File: config.mk
export PLATFORM = sky130hd
export DESIGN_NAME = mux_scan_nto1
export DESIGN_NICKNAME = d
export VERILOG_FILES = /design/src/rtl/mux_scan_nto1.sv
export SDC_FILE = /design/constraint.sdc
export NUM_CORES = 1
export LEC_CHECK = 0
export ABC_AREA = 1
export BUFFER_PORTS_ARGS = -buffer_cell sky130_fd_sc_hd__buf_2
export CELL_PAD_IN_SITES_DETAIL_PLACEMENT = 1
export CELL_PAD_IN_SITES_GLOBAL_PLACEMENT = 1
export CORE_MARGIN = 2
export CORE_UTILIZATION = 31
export CTS_CLUSTER_SIZE = 28
export DETAILED_ROUTE_END_ITERATION = 16
export PLACE_DENSITY = 0.73
export SLEW_MARGIN = 20
export SYNTH_ARGS = -nofsm -noshare
export SYNTH_HDL_FRONTEND = slang
export SYNTH_SLANG_ARGS = --single-unit
export TNS_END_PERCENT = 20
File: constraint.sdc
create_clock -name clk -period 1.6 [get_ports clk]
set_input_delay 0.16 -clock clk [delete_from_list [all_inputs] [get_ports clk]]
set_output_delay 0.16 -clock clk [all_outputs]
set_load 0.005 [all_outputs]
File: src/rtl/mux_scan_nto1.sv
// N-to-1 registered channel mux with manual select and an automatic scan mode.
// Each channel is held for dwell+1 cycles and wrap pulses when a sweep completes.
module mux_scan_nto1 #(
  parameter int N_CH    = 5,
  parameter int SEL_W   = 3,
  parameter int DWELL_W = 4
) (
  input  logic               clk,
  input  logic               rst,
  input  logic [N_CH-1:0]    data,
  input  logic               mode,
  input  logic [SEL_W-1:0]   sel_in,
  input  logic [DWELL_W-1:0] dwell,
  input  logic               hold,
  output logic               data_out,
  output logic [SEL_W-1:0]   sel_out,
  output logic               valid,
  output logic               wrap
);

  typedef enum logic {MANUAL, SCAN} state_t;

  localparam int unsigned      N_SLOTS  = 2**SEL_W;
  localparam logic [SEL_W:0]   N_CH_EXT = (SEL_W+1)'(N_CH);
  localparam logic [SEL_W-1:0] LAST     = SEL_W'(N_CH-1);

  state_t             state, state_nxt;
  logic [DWELL_W-1:0] cnt, cnt_nxt;
  logic [SEL_W-1:0]   sel_nxt;
  logic               wrap_nxt;
  logic               valid_nxt;
  logic               data_nxt;
  logic               sel_ok;
  logic [N_SLOTS-1:0] data_pad;

  always_ff @(posedge clk) begin
    if (rst) begin
      state    <= MANUAL;
      sel_out  <= '0;
      cnt      <= '0;
      data_out <= 1'b0;
      valid    <= 1'b1;
      wrap     <= 1'b0;
    end else begin
      state    <= state_nxt;
      sel_out  <= sel_nxt;
      cnt      <= cnt_nxt;
      data_out <= data_nxt;
      valid    <= valid_nxt;
      wrap     <= wrap_nxt;
    end
  end

  always_comb begin
    state_nxt = mode ? SCAN : MANUAL;
    sel_nxt   = sel_out;
    cnt_nxt   = cnt;
    wrap_nxt  = 1'b0;
    sel_ok    = ({1'b0, sel_out} < N_CH_EXT);

    // Action is chosen by the state being registered, so the edge that
    // enters MANUAL already loads sel_in and the entry edge into SCAN only
    // sanitises the start index.
    if (!mode) begin
      sel_nxt = sel_in;
      cnt_nxt = '0;
    end else if (state == MANUAL) begin
      sel_nxt = sel_ok ? sel_out : '0;
      cnt_nxt = '0;
    end else if (!hold) begin
      if (cnt >= dwell) begin
        cnt_nxt = '0;
        if (sel_out == LAST) begin
          sel_nxt  = '0;
          wrap_nxt = 1'b1;
        end else if (!sel_ok) begin
          sel_nxt = '0;
        end else begin
          sel_nxt = sel_out + SEL_W'(1);
        end
      end else begin
        cnt_nxt = cnt + DWELL_W'(1);
      end
    end

    // Unused slots read as 0, so out-of-range indices yield data_out = 0.
    data_pad           = '0;
    data_pad[N_CH-1:0] = data;
    valid_nxt          = ({1'b0, sel_nxt} < N_CH_EXT);
    data_nxt           = data_pad[sel_nxt] & valid_nxt;
  end

endmodule

# ---- Word level (Yosys, flattened, before mapping)
# Index checks and enable logic that the tools add are counted.
dict set report totals {
  register_bits 11
  in_bits 16
  output_inout_bits 6
  wordCells 31
}
dict set report op_classes {
  addsub 2
  n_lt_le_gt_ge 4
  eq_ne 1
  muxes 12
  bitwise 4
  n_reduce_logical 2
}
# cell n
set ops {}
lappend ops {{3-bit two-way mux} 7}
lappend ops {{3-bit < comparator, second input constant} 2}
lappend ops {{5-bit OR reduction} 1}
lappend ops {{4-bit by 1-bit adder with 4-bit output, second input constant} 1}
lappend ops {{4-bit greater-or-equal comparator} 1}
lappend ops {{3-bit by 4-bit < comparator with 1-bit output, second input constant} 1}
lappend ops {{4-bit two-way mux} 1}
lappend ops {{3-bit by 1-bit adder with 3-bit output, second input constant} 1}
lappend ops {{1-bit binary-select mux with 3-bit select} 1}
lappend ops {{3-bit equality test, second input constant} 1}
lappend ops {{1-bit two-way mux} 3}
lappend ops {{1-bit inverter} 3}
lappend ops {{3-bit OR reduction} 1}
lappend ops {{1-bit AND} 1}

# ---- Logic depth before layout (Yosys ltp)
dict set report logic_depth {
  word_depth 10
  mapped_depth 16
  ltp_nobuf 16
}

# ---- Least setup slack after synthesis
# Ideal clock, no wire load.
dict set report synth_timing {
  path_type {reg-to-reg}
  from {register cnt[3]}
  to {register data_out}
  setup_time_ns 0.113
  t_arrival_ns 1.426
  required_time_ns 1.487
  path_slack_ns 0.061
  path_stages_with_launch 12
  n_path_buf 0
  path_cell_list {dfxtp_1 -> ha_1 -> a21oi_2 -> nand3_2 -> nand3_1 -> nand3_2 -> nand2_4 -> nand2_4 -> nand2_1 -> nand3_1 -> nand3_1 -> nand2_1}
}
dict set report synth_between {
  elab_chain_len 8
}
# element line_no
set synth_rtl {}
lappend synth_rtl {{from (decl)} 28} ;# logic [DWELL_W-1:0] cnt, cnt_nxt;
lappend synth_rtl {{from (signal assigned)} 47} ;# cnt <= cnt_nxt;
lappend synth_rtl {{4-bit greater-or-equal comparator *} 71} ;# if (cnt >= dwell) begin
lappend synth_rtl {{3-bit two-way mux *} 71}
lappend synth_rtl {{3-bit two-way mux *} 70} ;# end else if (!hold) begin
lappend synth_rtl {{3-bit two-way mux *} 67} ;# end else if (state == MANUAL) begin
lappend synth_rtl {{3-bit two-way mux *} 64} ;# if (!mode) begin
lappend synth_rtl {{1-bit binary-select mux with 3-bit select} 90} ;# data_nxt = data_pad[sel_nxt] & valid_nxt;
lappend synth_rtl {{1-bit two-way mux (implied by the code)} 90}
lappend synth_rtl {{1-bit AND *} 90}
lappend synth_rtl {{to (signal assigned)} 48} ;# data_out <= data_nxt;
lappend synth_rtl {{to (decl)} 15} ;# output logic data_out,
# Mark *: on every way between the ends. The rest lies on a longest branch, timed or not. The select of a mux whose other input is x is not followed.
# A chain may end at the register's enable or synchronous reset.

# ---- Worst setup path after layout
dict set report layout_timing {
  from {register cnt[1]}
  to {register data_out}
}
# Same word-level chain as after synthesis.

==> summary.log <==
qor: finish.fillers 301
qor: timing.clock-skew-final 0.00702 ns
qor: setup_path.timing_worst_setup_path_type flip-flop to flip-flop
qor: placed_design.dp_slack -0.0814 ns
qor: routing.wl_met2 1110 µm
qor: timing.worstMarginPinSlew 0.313 ns
qor: min_path.min_delay_worst_type input port to flip-flop
qor: cts.clock-sinks 11
qor: outcome.violations negative setup slack
qor: setup_path.r2r-start cnt[1]
qor: setup_path.worstPathArrival 1.83 ns
qor: timing.drv_slew 0
qor: global_routing.global_route.usage.total 17.4%
qor: cts.clk_path_buf_depth 2
qor: floorplanning.floorplan.die.width 53.2 µm
qor: finish.final_util 49.1%
qor: cts.cts_made_buffers 3
qor: placed_design.hpwl 1570 µm
qor: cts.cts_root_buffer clkbuf_4
qor: setup_path.worst_setup_path_end_kind flip-flop
qor: pwr.p_clk_share 29.6%
qor: setup_path.critPathLaunchType flip-flop
qor: cts.clock_tree.htree_level_count 1
qor: synth.ys.warnings.count 0
qor: pwr.powerDensity 614 mW/mm²
qor: timing.unrepaired_setup_endpoints_after_global_routing yes
qor: setup_path.worst-r2r-setup-slack -0.06 ns
qor: pwr.power.switching 216 µW
qor: floorplanning.core 0.00225 mm²
qor: pwr.power.share.combinational 27.0%
qor: timing.setup_viol_count_final 2
qor: flow_run.maxCapViolations 0
qor: finish.layout_common_cells buf_2 (21), inv_1 (16), nand2_1 (13)
qor: routing.detail-route-antenna-nets 0
qor: min_path.timing.hold.worst_endpoint sel_out[1]
qor: pwr.power_report.internal_total 464 µW
qor: routing.avgRoutedWirePerCell 12.6 µm
qor: timing.layout_worst_path_cycle_share 103%
qor: setup_path.timing.critical_path.fanout_max 4
qor: floorplanning.rows 17
qor: synth.synth-seq-cells 11
qor: finish.insertedDiodeCount 0
qor: routing.routed-wl-met3 97 µm
qor: finish.layout.cells.most_common buf_2
qor: cts.clk_latency 0.28 ns
qor: routing.top_layer met4
qor: synth.synth_sequential_area_ratio 29.3%
qor: routing.via_count 798
qor: finish.final_layout_size_suffix_gt1_share 52.2%
qor: finish.layout-area-overhead-vs-synth 47.5%
qor: timing.period_minus_slack 1.66 ns
qor: routing.avgViaCountPerCell 4.81
qor: timing.hold_violations 0
qor: pwr.totalPowerFinal 680 µW
qor: setup_path.crit-reg2reg-capture data_out
qor: routing.met1Wirelength 827 µm
qor: routing.remaining_drc_errors 0
qor: global_routing.number_of_global_route_vias_before_repair 840
qor: placed_design.finalWeightedCongestion 0.755
qor: floorplanning.ports_placed_on_the_boundary 22
qor: routing.dr.first_iter.drc_count 7
qor: synth.synthCells 103
qor: synth.syn_area 751 µm²
qor: floorplanning.die_y 53.2 µm
qor: routing.drt_pass1_iterations 3
qor: pwr.leakage 0.000554 µW
qor: finish.finish.net_count 162
qor: placed_design.numPortBuffers 21
qor: global_routing.grt_max_degree 9
qor: min_path.hp-start rst
qor: synth.synth.lib_cells_used.distinct 23
qor: synth.postSynthAreaPerCell 7.29 µm²
qor: outcome.outcome finished, violations left
qor: global_routing.number_of_antenna_violations_at_the_first_check_in_global_routing 0
qor: cts.path_clk_slew 0.08 ns
qor: global_routing.first_pass_grt_wire_length 3490 µm
qor: floorplanning.initial_utilization 33.3%
qor: timing.maxSlewHeadroom 79.1%
qor: pwr.sequentialPowerShare 43.4%
qor: pwr.power.share.switching 31.8%
qor: setup_path.timing.reg2reg.worst_path_depth 14
qor: routing.finalWirelength 2090 µm
qor: timing.post-route-worst-setup-slack -0.0556 ns
qor: pwr.ir_drop 380 µV
qor: global_routing.final_global_route_overflow_total 0
qor: setup_path.critPathRequiredTime 1.77 ns
qor: floorplanning.die-area 0.00283 mm²
qor: timing.max_freq 0.604 GHz
qor: cts.post_cts_hold_buffer_count 0
qor: cts.tritoncts_clock_tree yes
qor: min_path.worst_hold_path.num_cells 2
qor: synth.synth_nets 126
[stage by stage]
stage / hold slack [ns] / cells / TNS (ns) / cell area [µm²]
2_1_floorplan: 0.232 / 103 / 0 / 751
3_3_place_gp: 0.395 / 160 / -0.00183 / 953
3_5_place_dp: 0.415 / 160 / -0.0814 / 953
4_1_cts: 0.134 / 165 / -0.0811 / 1060
5_1_grt: 0.132 / 166 / -0.922 / 1110
6_report: 0.124 / 166 / -0.0635 / 1110
[cells in the mapped netlist]
library cell / n / area (µm²)
a21oi_1: 1 / 5.00
a21oi_2: 1 / 8.76
a31oi_1: 3 / 18.8
buf_2: 1 / 5.00
dfxtp_1: 11 / 220
ha_1: 7 / 87.6
inv_1: 17 / 63.8
inv_2: 2 / 7.51
nand2_1: 16 / 60.1
nand2_2: 3 / 18.8
nand2_4: 3 / 33.8
nand3_1: 11 / 55.1
nand3_2: 2 / 20.0
nand3b_1: 1 / 7.51
nand4_1: 3 / 18.8
nor2_1: 10 / 37.5
nor2_2: 1 / 6.26
nor2_4: 1 / 11.3
nor3_1: 2 / 10.0
o21ai_2: 2 / 17.5
o31ai_1: 1 / 7.51
or2_2: 2 / 12.5
xor2_1: 2 / 17.5
[flip-flops by register name, indices dropped and copies added, names as in the netlist]
signal and flops:
cnt 4, sel_out 3, data_out 1, state 1
valid 1, wrap 1
[critical path, cell delays in order, from the launching register on]
cell	delay (ns)
dfxtp_4	0.37
ha_4	0.27
nand2_1	0.06
nand2_1	0.07
nand2_2	0.06
nand3_4	0.11
nand2_4	0.07
nand2_2	0.06
nand3_2	0.07
nand2_4	0.10
nand2_4	0.06
nand2_1	0.06
nand3_1	0.06
nand3_1	0.08
nand2_1	0.05
[per-layer routing]
layer	track usage (%)	vias up
li1	-	399
met1	17.9	372
met2	31.5	21
met3	4.24	6
met4	9.83	0
met5	0	-
[cell type report]
| cell class | instances | area [µm²] | area share [%] |
|---|---|---|---|
| multi-input cells | 72 | 554 | 50.1 |
| repair buffers | 32 | 188 | 16.9 |
| clock buffers | 4 | 26.3 | 2.37 |
| flip-flops and latches | 11 | 233 | 21.0 |
| well taps | 28 | 35.0 | 3.16 |
| inverters | 19 | 71.3 | 6.44 |
[what timing repair did]
action | CTS | global route
pin swaps | 5 | 4
buffers inserted | 1 | 1
setup endpoints to repair | 2 | 9
gates resized for setup | 13 | 11
[kinds of logic after synthesis]
family | count (synthesis) | synth area share, %
xor+xnor | 2 | 2.33
simple gates | 55 | 38.8
buf+inv | 20 | 10.2
flops | 11 | 29.3
compound gates | 8 | 7.67
fa+ha+maj | 7 | 11.7
[power by group through the flow]
stage / Sequential (µW) / Combinational, µW / Clock (µW)
2_1_floorplan: 302 / 93.2 / 0
3_3_place_gp: 302 / 153 / 0
3_5_place_dp: 302 / 159 / 0
4_1_cts: 295 / 173 / 203
5_1_grt: 296 / 209 / 219
6_report: 295 / 184 / 201
[worst max path at each step]
stage                    end  startpoint  cells after the start  slack, ns
floorplan           data_out      cnt[3]                     11       0.06
global placement    data_out      cnt[1]                     13     -0.002
detailed placement  data_out      cnt[3]                     11      -0.08
CTS                 data_out      cnt[1]                     14      -0.05
global route        data_out      cnt[1]                     14      -0.19
finish              data_out      cnt[1]                     14      -0.06
Power figures use the tool's default switching activity.
